===== config.mk =====
export PLATFORM = sky130hd
export DESIGN_NAME = tff_mod_counter
export DESIGN_NICKNAME = d
export VERILOG_FILES = /design/src/rtl/tff_mod_counter.sv
export SDC_FILE = /design/constraint.sdc
export NUM_CORES = 1
export LEC_CHECK = 0
export ABC_AREA = 1
export BUFFER_PORTS_ARGS = -buffer_cell sky130_fd_sc_hd__buf_2
export CORE_AREA = 2 2 39 41
export CTS_BUF_LIST = sky130_fd_sc_hd__clkbuf_4
export CTS_CLUSTER_DIAMETER = 30
export DETAILED_ROUTE_END_ITERATION = 10
export DIE_AREA = 0 0 41 43
export PLACE_DENSITY_LB_ADDON = 0.05
export SETUP_SLACK_MARGIN = 0.5
export SLEW_MARGIN = 5
export SYNTH_ARGS = -nofsm -noshare
export SYNTH_HDL_FRONTEND = slang
export SYNTH_HIERARCHICAL = 1
export SYNTH_SLANG_ARGS = --single-unit

===== constraint.sdc =====
create_clock -name clk -period 1.87 [get_ports clk]
set_input_delay 0 -clock clk [delete_from_list [all_inputs] [get_ports clk]]
set_output_delay 0 -clock clk [all_outputs]
set_load 0.03 [all_outputs]

===== src/rtl/tff_mod_counter.sv =====
// Up/down modulus counter built from a bank of toggle flip-flops.
// The arithmetic next state is computed first, and each bit toggles wherever it differs from the current state.
module tff_bit (
    input  logic clk,
    input  logic rst,
    input  logic t,
    output logic q
);
    logic q_q, q_d;

    always_comb q_d = q_q ^ t;

    always_ff @(posedge clk or negedge rst) begin
        if (!rst) q_q <= 1'b0;
        else      q_q <= q_d;
    end

    assign q = q_q;
endmodule

module tff_mod_counter #(
    parameter int WIDTH    = 4,
    parameter int MODULUS  = 10,
    parameter bit SATURATE = 1'b0
) (
    input  logic             clk,
    input  logic             rst,
    input  logic             en,
    input  logic             up,
    input  logic             clr,
    input  logic             load,
    input  logic [WIDTH-1:0] load_val,
    output logic [WIDTH-1:0] q,
    output logic             tc,
    output logic             wrap,
    output logic             ovf
);
    localparam logic [WIDTH-1:0] MAXV    = WIDTH'(MODULUS - 1);
    localparam logic [WIDTH:0]   MOD_EXT = (WIDTH+1)'(MODULUS);

    generate
        if (WIDTH < 1 || MODULUS < 2 || longint'(MODULUS) > (64'd1 << WIDTH)) begin : g_bad_param
            $error("tff_mod_counter: illegal WIDTH/MODULUS");
        end
    endgenerate

    logic [WIDTH-1:0] cnt, cnt_nxt, t;
    logic             evt;
    logic             wrap_q, wrap_d, ovf_q, ovf_d;

    generate
        for (genvar i = 0; i < WIDTH; i++) begin : g_bit
            tff_bit u_bit (.clk(clk), .rst(rst), .t(t[i]), .q(cnt[i]));
        end
    endgenerate

    assign tc  = en & ((up & (cnt == MAXV)) | (!up & (cnt == '0)));
    assign evt = en & !clr & !load & tc;

    always_comb begin
        cnt_nxt = cnt;
        if (clr) begin
            cnt_nxt = '0;
        end else if (load) begin
            cnt_nxt = ({1'b0, load_val} >= MOD_EXT) ? MAXV : load_val;
        end else if (en) begin
            if (up) begin
                if (cnt == MAXV) cnt_nxt = SATURATE ? cnt : '0;
                else             cnt_nxt = cnt + WIDTH'(1);
            end else begin
                if (cnt == '0)   cnt_nxt = SATURATE ? cnt : MAXV;
                else             cnt_nxt = cnt - WIDTH'(1);
            end
        end
        t = cnt ^ cnt_nxt;
    end

    always_comb begin
        wrap_d = evt;
        ovf_d  = clr ? 1'b0 : (ovf_q | evt);
    end

    always_ff @(posedge clk or negedge rst) begin
        if (!rst) begin
            wrap_q <= 1'b0;
            ovf_q  <= 1'b0;
        end else begin
            wrap_q <= wrap_d;
            ovf_q  <= ovf_d;
        end
    end

    assign q    = cnt;
    assign wrap = wrap_q;
    assign ovf  = ovf_q;
endmodule

# After elaboration in Yosys (flattened, before gate mapping)
# Index checks and enable logic that the tools add are counted.
op_classes:
  add_sub_neg: 2
  n_lt_le_gt_ge: 1
  n_eq_ne: 1
  muxes: 8
  n_bitwise: 13
  reduce_logical: 4
op_table:
  columns: ["operator", "n"]
  rows:
  - ["two-way mux 4 bit", 7]
  - ["AND 1 bit", 6]
  - ["adder 4 x 1 -> 4 bit, second input constant", 1]
  - ["== test 4 bit, second input constant", 1]
  - [">= comparator 4 bit, second input constant", 1]
  - ["logical NOT 4 bit", 1]
  - ["subtractor 4 x 1 -> 4 bit, second input constant", 1]
  - ["XOR 1 bit", 4]
  - ["XOR 4 bit", 1]
  - ["logical NOT 1 bit", 3]
  - ["bitwise OR 1 bit", 2]
  - ["two-way mux 1 bit", 1]
totals:
  regBits: 6
  input_bits: 10

# Longest topological paths before layout
# Gate-level depths: netlist of run 1.
logic_depth:
  word_depth: 8
  ltp_mapped: 14

# Cells and area by module
# Netlist of run 1, hierarchy kept.
by_module_without_submodules:
  columns: ["module", "n_inst", "cells_per_inst", "area_per_inst_um2"]
  rows:
  - ["tff_mod_counter", 1, 82, 466.7]
  - ["tff_bit", 4, 6, 43.8]

# Least setup slack after synthesis of run 1
# OpenSTA, ideal clock, no wires.
synth_timing:
  kind: "reg2reg"
  startpoint: "register g_bit[0].u_bit.q_q"
  endpoint: "register g_bit[1].u_bit.q_q"
  setup_ns: 0.119
  arrival_time_ns: 1.696
  t_required_ns: 1.751
  slack_ns: 0.054
  path_stages_with_launch: 13
  cell_sequence: "dfrtp_1 -> inv_1 -> ha_1 -> o21ai_0 -> nand2_1 -> nand3_1 -> nand2_1 -> nand2_1 -> nand2_1 -> nand2_1 -> inv_1 -> nand2_1 -> nand2_1"
synth_via:
  elab_chain_len: 8
  word_cells_on_any_way: 12
synth_lines:
  columns: ["element", "line", "source"]
  rows:
  - ["start: declaration", "9", "logic q_q, q_d;"]
  - ["start signal: assignment", "15", "else q_q <= q_d;"]
  - ["subtractor 4 x 1 -> 4 bit (tied with other cells)", "72", "else cnt_nxt = cnt - WIDTH'(1);"]
  - ["two-way mux 4 bit, on equally long branches", "71, 68", null]
  - ["two-way mux 4 bit (*)", "67", "if (up) begin"]
  - ["two-way mux 4 bit (*)", "66", "end else if (en) begin"]
  - ["two-way mux 4 bit (*)", "64", "end else if (load) begin"]
  - ["two-way mux 4 bit (*)", "62", "if (clr) begin"]
  - ["XOR 4 bit (*)", "75", "t = cnt ^ cnt_nxt;"]
  - ["named net t[1]", "47", "logic [WIDTH-1:0] cnt, cnt_nxt, t;"]
  - ["XOR 1 bit (*)", "11", "always_comb q_d = q_q ^ t;"]
  - ["named net g_bit[1].u_bit.q_d", "9", null]
  - ["end signal: assignment", "15", null]
  - ["end: declaration", "9", null]
# Mark *: on every way through the listed nets, which the timed path passes. The rest lies on a longest branch.

# Worst setup path after layout of run 1
layout_timing:
  startpoint: "register g_bit[1].u_bit.q_q"
  endpoint: "output port tc"
layout_via:
  elab_chain_len: 4
  word_cells_on_any_way: 6
layout_lines:
  columns: ["element", "line", "source"]
  rows:
  - ["== test 4 bit / logical NOT 4 bit (equally long branches)", "57", "assign tc = en & ((up & (cnt == MAXV)) | (!up & (cnt == '0)));"]
  - ["AND 1 bit", "57", null]
  - ["bitwise OR 1 bit (*)", "57", null]
  - ["AND 1 bit (*)", "57", null]
  - ["end: declaration", "34", "output logic tc,"]
# Mark *: on every way between the ends. The rest lies on a longest branch, timed or not.

==> results of run 1 <==
==> state kept, by name (all words and copies together), names as in the netlist <==
name / flops
g_bit.u_bit/q: 4
ovf: 1
wrap: 1
==> metrics by stage <==
stage	cell area, µm²	util [%]
6_report	940.9	67.99
5_1_grt	940.9	67.99
4_1_cts	893.4	64.56
3_5_place_dp	744.5	53.80
3_3_place_gp	744.5	53.80
2_1_floorplan	671.9	-
==> repair_timing <==
action | 4_1_cts | 5_1_grt
setup endpoints to repair | 6 | 5
cloned | 0 | 0
hold endpoints to repair | 8 | 0
hold buffers | 2 | 0
setup buffers | 6 | 1
pin swaps | 10 | 2
gates resized for setup | 14 | 12
==> kinds of logic (layout without fill, tap and decap cells) <==
family	count (synthesis)	count (layout)	synth area share, %
AOI/OAI and AO/OA	14	14	11.89
adders and majority gates	3	3	5.849
xor gates and xnor gates	1	1	1.365
DFF	6	6	23.39
buffers and inverters	21	47	15.20
and+or+nand+nor	61	61	42.30
==> final timing paths <==
kind,start,end,slack (ns),cells past startpoint
worst max-delay path,g_bit[1].u_bit/q,tc,0.34,7
worst min register to register,ovf,ovf,0.52,2
max in group asynchronous,rst,g_bit[2].u_bit/q,1.59,2
min in group clk,en,wrap,0.12,4
worst min-delay path,rst,g_bit[3].u_bit/q,0.1,2
worst max register to register,g_bit[1].u_bit/q,g_bit[0].u_bit/q,0.35,13
==> layer usage <==
layer	track usage [%]	wire length, µm	vias up
li1	-	-	389
met2	32.81	924	16
met5	0	0	-
met4	6.000	6	0
met1	31.60	805	329
met3	3.141	47	2
==> cell type report <==
| cell class | instances | area share [%] |
|---|---|---|
| clock buffers | 4 | 3.191 |
| inverters | 18 | 7.979 |
| multi-input cells | 79 | 53.32 |
| flip-flops and latches | 6 | 16.49 |
| well taps | 16 | 2.128 |
| repair buffers | 25 | 16.89 |
==> power groups by stage <==
stage	sequential, W	clock [W]	combinational, W
after floorplan	0.000363	0	0.000542
after global placement	0.000338	0	0.000676
after detailed placement	0.000339	0	0.000689
after CTS	0.000318	0.000159	0.000872
after global routing	0.000337	0.000168	0.00107
final	0.000327	0.000160	0.000972
==> cell usage in the layout (no fill, tap or decap) <==
cell	instances
a21oi_1	9
a21oi_2	1
buf_2	15
buf_4	7
buf_6	1
clkbuf_4	4
dfrtp_1	2
dfrtp_2	4
dlygate4sd3_1	2
ha_2	1
ha_4	2
inv_1	12
inv_2	3
inv_4	3
nand2_1	33
nand2_2	7
nand3_1	7
nand3_2	6
nand3_4	1
nand4_1	1
nor2_1	2
nor2_2	1
nor2_4	3
o211ai_1	1
o21a_4	1
o21ai_0	1
o21ai_1	1
xnor2_2	1
==> run metrics, run 1 <==
drt wl/cell=12.04 µm; Max VDD drop=0.9432 mV; fillers=138; routed vias/inst=4.973; Sequential Power Share=22.4%; initial DRC count=16; antenna violations before repair=0; worst-skew pair later-pin latency=0.26 ns; Die Span Y=43 µm; Post-Synthesis Mean Instance Area=6.055 µm²; Slew Limit Fails=0; post-layout min period=1.529 ns; Mapped Nets=119; setup ws final=0.3409 ns; Clock Skews=0.009378 ns; drt drc=0; Worst Tran Pin Value=0.2827 ns; max-cap violations=0; Hold WS=0.09827 ns; Starting Density=46.38%; global-route usage over all layers=21.88%; first-pass GRT wire length=2628 µm; chip width=41 µm; worst setup path class=reg2out; final setup vio count=0; Area contributors post-synth=dfrtp_1, nand2_1, nand3_1; port bufs=16; layout cell share with drive strength beyond 1=46.21%; final period utilization=81.77%; Synth Warn #=6; internal power=0.0006874 W; Sink Count=6; Critical Path Max Stage Delay=0.44 ns; unrepaired setup endpoints after global routing=yes; Site Rows=14; I/O pins=17; Die Area=1763 µm²; area leader, netlist=dfrtp_1; WL final=1782 µm; GP Congestion=0.8094; Layout Cells excl Fill=148; CTS tree=built; Clock Tree Buf Depth=2; Setup WS pre-CTS=0.2314 ns; synthesized instance count=106; top cell family by delay on the critical path=flip-flops; area fraction of the dominant cell type after synthesis=23.39%; total number of vias=736; Clock Power Share=11.0%; CP Cell Sequence=inv_4 > ha_4 > nand3_4 > nor2_4 > buf_4 > o21a_4 > buf_6; htree depth=1; FF+latch count, synth=6; Netlist cell types=19; commonest cells in the netlist=nand2_1, inv_1, nand3_1; Antenna Nets Post-Route=0; CP Capture Type=output port; largest net degree at the start of global routing=12; final setup TNS=0 ns; switching share of total power=52.88%; Netlist Area Pre-Place=641.9 µm²; Final Power=0.001459 W; Crit path buffers/inverters=3; ANT cells=0; CTS clk-pin slew, worst paths=0.06 ns; Pleak=0.4903 nW; most instantiated library cell after synthesis=nand2_1; storage element area=155.1 µm²; CORE AREA=1384 µm²; CP arrival=1.53 ns; slowest stage cell, crit path=dfrtp_2; Worst Hold Class=in2async; Comb pwr share=66.6%; multi-input logic area=501.7 µm²; Critical Path Start Type=flip-flop; synthesis-to-layout area growth=46.59%; run status=finished clean; total placed cells including tap cells=135; Nets=146; Post-DP HPWL=1100 µm; sequential area share after synthesis=23.39%; P per Cell Area=1550 nW/µm²; Psw=0.0007714 W; Max Freq=654.0 MHz; via count of the first global-routing pass=611; Worst slew margin=81.15%; final-report hold violation count=0; Max Fanout on Critical Path=4; CTS buffer count=3; Critical Path RT=1.87 ns; Post-synth EDFFs=0; Main synth FF type=dfrtp_1; asr flop ratio synth=100.0%; Pre-Repair DR Iteration Count=4; GR Overflow Total=0; Root Driver=clkbuf_4
Power figures use the tool's default switching activity.
==> run 2, diff against run 1 <==
ABC_AREA = 0   (was 1)
clock period = 1.4 ns   (was 1.87 ns; I/O delays follow)
==> run metrics, run 2 <==
run status=complete, but fails checks (was finished clean); failing checks=setup timing; Max VDD drop=1.277 mV (was 0.9432 mV); drt drc=0 (unchanged); Worst Tran Pin Value=0.3854 ns (was 0.2827 ns); Clock Tree Buf Depth=2 (unchanged); final period utilization=121.6%; routed wl met2=1065 µm (was 924 µm); post-synthesis compound-gate area fraction=33.13% (was 11.89%); Antenna Nets Post-Route=0 (unchanged); most instantiated library cell after synthesis=inv_1 (was nand2_1); asr flop ratio synth=100.0% (unchanged); Highest Signal Layer=met4 (unchanged); Critical Path Max Stage Delay=0.46 ns (was 0.44 ns); CTS buffer count=3 (unchanged); total number of vias=743 (was 736); Root Driver=clkbuf_4 (unchanged); Area contributors post-synth=dfrtp_1, ha_1, xor2_1 (was dfrtp_1, nand2_1, nand3_1); global-route usage over all layers=23.15% (was 21.88%); Post-DP HPWL=1274 µm (was 1100 µm); Adder-Cell Fraction of Synth Area=6.250% (was 5.848%); Clock Skews=0.008182 ns (was 0.009378 ns); Max Fanout on Critical Path=7 (was 4); drt wl/cell=15.93 µm (was 12.04 µm); ANT cells=0 (unchanged); Worst Hold Class=in2reg (was in2async); Sink Count=6 (unchanged); unrepaired setup endpoints after global routing=yes (unchanged); Critical Path RT=1.57 ns (was 1.87 ns); commonest cells in the netlist=inv_1, dfrtp_1, o21ai_0 (was nand2_1, inv_1, nand3_1); slowest stage cell, crit path=dfrtp_2 (unchanged); fraction of synthesized cell area in xor and xnor cells=5.833% (was 1.365%); Die Area=1763 µm² (unchanged); Layout Cells excl Fill=126 (was 148); final setup vio count=7 (was 0); Largest register FFs=4 (unchanged); CP arrival=1.87 ns (was 1.53 ns); Final Util=72.42% (was 67.99%); largest net degree at the start of global routing=13 (was 12); Starting Density=43.40% (was 46.38%); layout cell share with drive strength beyond 1=54.55% (was 46.21%); largest family of logic cells by synthesized area=compound AO/OA/AOI/OAI gates (was simple AND/OR/NAND/NOR gates); sequential area share after synthesis=25.00% (was 23.39%); setup ws final=-0.3024 ns (was 0.3409 ns); via count of the first global-routing pass=689 (was 611); I/O pins=17 (unchanged); initial DRC count=26 (was 16); Netlist Area Pre-Place=600.6 µm² (was 641.9 µm²); Site Rows=14 (unchanged); Pre-Repair DR Iteration Count=4 (unchanged); synthesized instance count=72 (was 106); most frequent cells in the layout=buf_4, buf_2, buf_6 (was nand2_1, buf_2, inv_1); CTS clk-pin slew, worst paths=0.05 ns (was 0.06 ns); GP Congestion=0.8382 (was 0.8094); Mapped Nets=85 (was 119); chip width=41 µm (unchanged); CP Cell Sequence=ha_1 > nand4b_1 > a21oi_2 > or3b_4 > o221ai_2 > xor2_1 (was inv_4 > ha_4 > nand3_4 > nor2_4 > buf_4 > o21a_4 > buf_6); final-report hold violation count=0 (unchanged); Netlist cell types=36 (was 19); worst-skew pair later-pin latency=0.26 ns (about the same); post-layout min period=1.702 ns; Critical Path Start Type=flip-flop (unchanged); GR Overflow Total=0 (unchanged); htree depth=1 (unchanged); Die Span Y=43 µm (unchanged); CORE AREA=1384 µm² (unchanged); Synth Warn #=6 (unchanged); simple-gate share of the synthesized area=21.04% (was 42.30%); synthesis-to-layout area growth=66.87% (was 46.59%); CP Capture Type=flip-flop (was output port); routed vias/inst=5.897 (was 4.973); first-pass GRT wire length=2877 µm (was 2628 µm); Max Freq=587.4 MHz; worst setup path class=reg2reg (was reg2out); Nets=124 (was 146); most common cell after layout, fill and taps aside=buf_4 (was nand2_1); Worst slew margin=74.21% (was 81.15%); mux contribution to synthesized area=1.667% (was 0%); area leader, netlist=dfrtp_1 (unchanged); total placed cells including tap cells=112 (was 135); P per Cell Area=2173 nW/µm² (was 1550 nW/µm²); Post-synth EDFFs=0 (unchanged); FF+latch count, synth=6 (unchanged); max-cap violations=0 (unchanged); port bufs=16 (unchanged); routed length on met1=768 µm (was 805 µm); CTS tree=built (unchanged); Main synth FF type=dfrtp_1 (unchanged); Post-Synthesis Mean Instance Area=8.341 µm² (was 6.055 µm²); Pleak=0.4514 nW (was 0.4903 nW); area fraction of the dominant cell type after synthesis=25.00% (was 23.39%); Slew Limit Fails=0 (unchanged); antenna violations before repair=0 (unchanged); WL final=2007 µm (was 1782 µm); routed wl met3=124 µm (was 47 µm)
[run 2: final timing paths]
kind                                          to  cells after the start             start  slack, ns
worst max-delay path            g_bit[0].u_bit/q                      6  g_bit[0].u_bit/q      -0.30
worst min-delay path                         ovf                      2               clr       0.02
worst max register to register  g_bit[0].u_bit/q                      6  g_bit[0].u_bit/q      -0.30
worst min register to register               ovf                      2               ovf       0.51
max in group asynchronous       g_bit[2].u_bit/q                      2               rst       1.15
min in group asynchronous       g_bit[1].u_bit/q                      2               rst       0.08
[run 2: cell families (layout without fill, tap and decap cells)]
logic type / after synthesis / in the layout
xor+xnor: 4 / 4
mux: 1 / 1
flops: 6 / 6
simple gates: 20 / 20
buf+inv: 11 / 49
compound gates: 27 / 27
fa+ha+maj: 3 / 3
[run 2: what timing repair did]
action | 4_1_cts | 5_1_grt
setup endpoints to repair | 11 | 11
hold buffers | 1 | 0
resized for setup | 15 | 8
buffers inserted | 6 | 3
endpoints found under the hold margin | 6 | 0
pin swaps | 10 | 3
[run 2: routing by layer]
metal  vias to the layer above  track usage (%)
met1                       351            29.07
met4                         0            12.67
met2                        36            36.25
met5                         -                0
li1                        350                -
met3                         6            2.618
[run 2: critical path, delay by kind of cell, from the launching register on]
family / cells / cell delay (ns)
AND/OR/NAND/NOR: 2 / 0.53
flip-flops: 1 / 0.46
adder cells (fa/ha/maj): 1 / 0.25
XOR/XNOR: 1 / 0.20
AO/OA/AOI/OAI: 2 / 0.17
[run 2: cell type report]
cell class	count	area, µm²
timing repair buffer	37	286.5
multi-input combinational	55	478.0
inverter	8	32.53
sequential	6	155.1
fill	101	381.6
clock buffer	4	30.03
tap	16	20.02
[run 2: report_power, final]
group          leakage (nW)  internal (W)  switching (W)
clock                0.0184      0.000128      0.0000743
sequential           0.0705      0.000255       0.000133
combinational         0.363      0.000841       0.000747
total                 0.451       0.00122       0.000954
[run 2: metrics by stage]
stage | setup WS, ns | area (µm²) | power [W] | setup TNS [ns] | hold slack [ns]
6_report | -0.3024 | 1002 | 0.002178 | -1.711 | 0.02303
2_1_floorplan | -0.3168 | 639.4 | 0.001086 | -1.135 | -0.2956
5_1_grt | -0.4148 | 1002 | 0.002318 | -2.298 | 0.03654
3_5_place_dp | -0.3095 | 809.5 | 0.001530 | -1.400 | -0.1675
3_3_place_gp | -0.2944 | 809.5 | 0.001510 | -1.205 | -0.1679
4_1_cts | -0.2939 | 938.4 | 0.001983 | -1.434 | 0.01970
==> run 3, diff against run 2 <==
CELL_PAD_IN_SITES_DETAIL_PLACEMENT = 0   (was unset)
CELL_PAD_IN_SITES_GLOBAL_PLACEMENT = 1   (was unset)
CORE_AREA = unset   (was 2 2 39 41)
CORE_MARGIN = 1.5   (was unset)
CORE_UTILIZATION = 34   (was unset)
DIE_AREA = unset   (was 0 0 41 43)
PLACE_DENSITY = 0.87   (was unset)
PLACE_DENSITY_LB_ADDON = unset   (was 0.05)
==> run metrics, run 3 (synthesized netlist as in run 2, its figures left out) <==
Post-DP HPWL=1231 µm (was 1274 µm); Crit path buffers/inverters=3 (was 0); Max VDD drop=1.212 mV (was 1.277 mV); initial DRC count=31 (was 26); Critical Path Start Type=flip-flop (unchanged); CP arrival=1.69 ns (was 1.87 ns); Critical Path RT=1.40 ns (was 1.57 ns); drt drc=0 (unchanged); routed vias/inst=5.677 (was 5.897); CORE AREA=1689 µm² (was 1384 µm²); CP Capture Type=output port (was flip-flop); final setup TNS=-1.376 ns (was -1.711 ns); Slew Limit Fails=0 (unchanged); drt wl/cell=13.89 µm (was 15.93 µm); Setup WS pre-CTS=-0.3114 ns (was -0.3095 ns); final setup vio count=7 (unchanged); Clock Tree Buf Depth=2 (unchanged); Die Span Y=45.03 µm (was 43 µm); Starting Density=35.56% (was 43.40%); Max Fanout on Critical Path=7 (unchanged); Max Freq=592.5 MHz (was 587.4 MHz); CTS tree=built (unchanged); CTS buffer count=3 (unchanged); Antenna Nets Post-Route=0 (unchanged); Layout Cells excl Fill=127 (was 126); Clock Skews=0.001722 ns (was 0.008182 ns); Final Power=0.002116 W (was 0.002178 W); Critical Path Max Stage Delay=0.44 ns (was 0.46 ns); failing checks=setup timing (unchanged); Largest register FFs=4 (unchanged); chip width=45.03 µm (was 41 µm); final period utilization=120.6% (was 121.6%); final-report hold violation count=0 (unchanged); Pleak=0.4448 nW (was 0.4514 nW); setup ws final=-0.2879 ns (was -0.3024 ns); Site Rows=15 (was 14); CTS clk-pin slew, worst paths=0.05 ns (about the same); max-cap violations=0 (unchanged); antenna violations before repair=0 (unchanged); Worst Tran Pin Value=0.3029 ns (was 0.3854 ns); run status=complete, but fails checks (unchanged); Nets=124 (unchanged); most common cell after layout, fill and taps aside=buf_4 (unchanged); total placed cells including tap cells=111 (was 112); largest net degree at the start of global routing=13 (unchanged); Pre-Repair DR Iteration Count=5 (was 4); top cell family by delay on the critical path=flip-flops (was simple AND/OR/NAND/NOR gates); P per Cell Area=2163 nW/µm² (was 2173 nW/µm²); synthesis-to-layout area growth=62.92% (was 66.87%); worst-skew pair later-pin latency=0.25 ns (was 0.26 ns); Die Area=2028 µm² (was 1763 µm²); post-layout min period=1.688 ns (was 1.702 ns); slowest stage cell, crit path=dfrtp_2 (unchanged); WL final=1764 µm (was 2007 µm); Sink Count=6 (unchanged); CP Cell Sequence=inv_4 > ha_4 > nor2b_2 > buf_4 > a22o_1 > and3_4 > buf_6 (was ha_1 > nand4b_1 > a21oi_2 > or3b_4 > o221ai_2 > xor2_1); ANT cells=0 (unchanged); via count of the first global-routing pass=643 (was 689); GP Congestion=0.7833 (was 0.8382); reg2reg setup slack=-0.28 ns (was -0.30 ns); most frequent cells in the layout=buf_4, buf_2, buf_6 (unchanged); Root Driver=clkbuf_4 (unchanged); total number of vias=721 (was 743); unrepaired setup endpoints after global routing=yes (unchanged); worst setup path class=reg2out (was reg2reg); Worst Hold Class=in2reg (unchanged); port bufs=16 (unchanged); I/O pins=17 (unchanged); GR Overflow Total=0 (unchanged); first-pass GRT wire length=2849 µm (was 2877 µm); layout cell share with drive strength beyond 1=50.91% (was 54.55%); global-route usage over all layers=19.55% (was 23.15%); htree depth=1 (unchanged); Worst slew margin=79.71% (was 74.21%)
run 3: final timing paths:
| path | startpoint | endpoint | cells past startpoint |
|---|---|---|---|
| setup / recovery | g_bit[0].u_bit/q | tc | 7 |
| setup reg to reg | g_bit[1].u_bit/q | g_bit[3].u_bit/q | 7 |
| hold / removal | clr | wrap | 2 |
| min in group asynchronous | rst | g_bit[2].u_bit/q | 2 |
| hold reg to reg | ovf | ovf | 2 |
| max in group asynchronous | rst | g_bit[3].u_bit/q | 2 |
run 3: where the power goes:
part           switching [W]  internal [W]
logic               0.000738      0.000834
clock network      0.0000712      0.000128
registers          0.0000900      0.000255
run 3: repair_timing:
item	CTS	global route
setup buffers	5	6
resized for setup	14	8
hold endpoints to repair	6	0
pin swaps	6	3
hold buffers	1	0
setup endpoints to repair	11	11
run 3: routing by layer:
layer | wire length (µm) | track usage, % | vias up
met4 | 11 | 5.294 | 0
met2 | 881 | 35.43 | 31
li1 | - | - | 349
met1 | 759 | 22.60 | 339
met5 | 0 | 0 | -
met3 | 111 | 4.800 | 2
run 3: cell type report:
type	count	area [µm²]
repair buffers	37	290.3
flip-flops and latches	6	155.1
well taps	17	21.27
multi-input cells	55	449.2
inverters	8	32.53
fillers	147	710.7
clock buffers	4	30.03
run 3: metrics by stage:
stage               area [µm²]  hold WS [ns]  util [%]
CTS                      915.9      0.009249     54.22
global route             978.4       0.01402     57.93
finish                   978.4       0.01021     57.93
floorplan                639.4       -0.2956         -
detailed placement       795.8       -0.1702     47.11
global placement         795.8       -0.1727     47.11
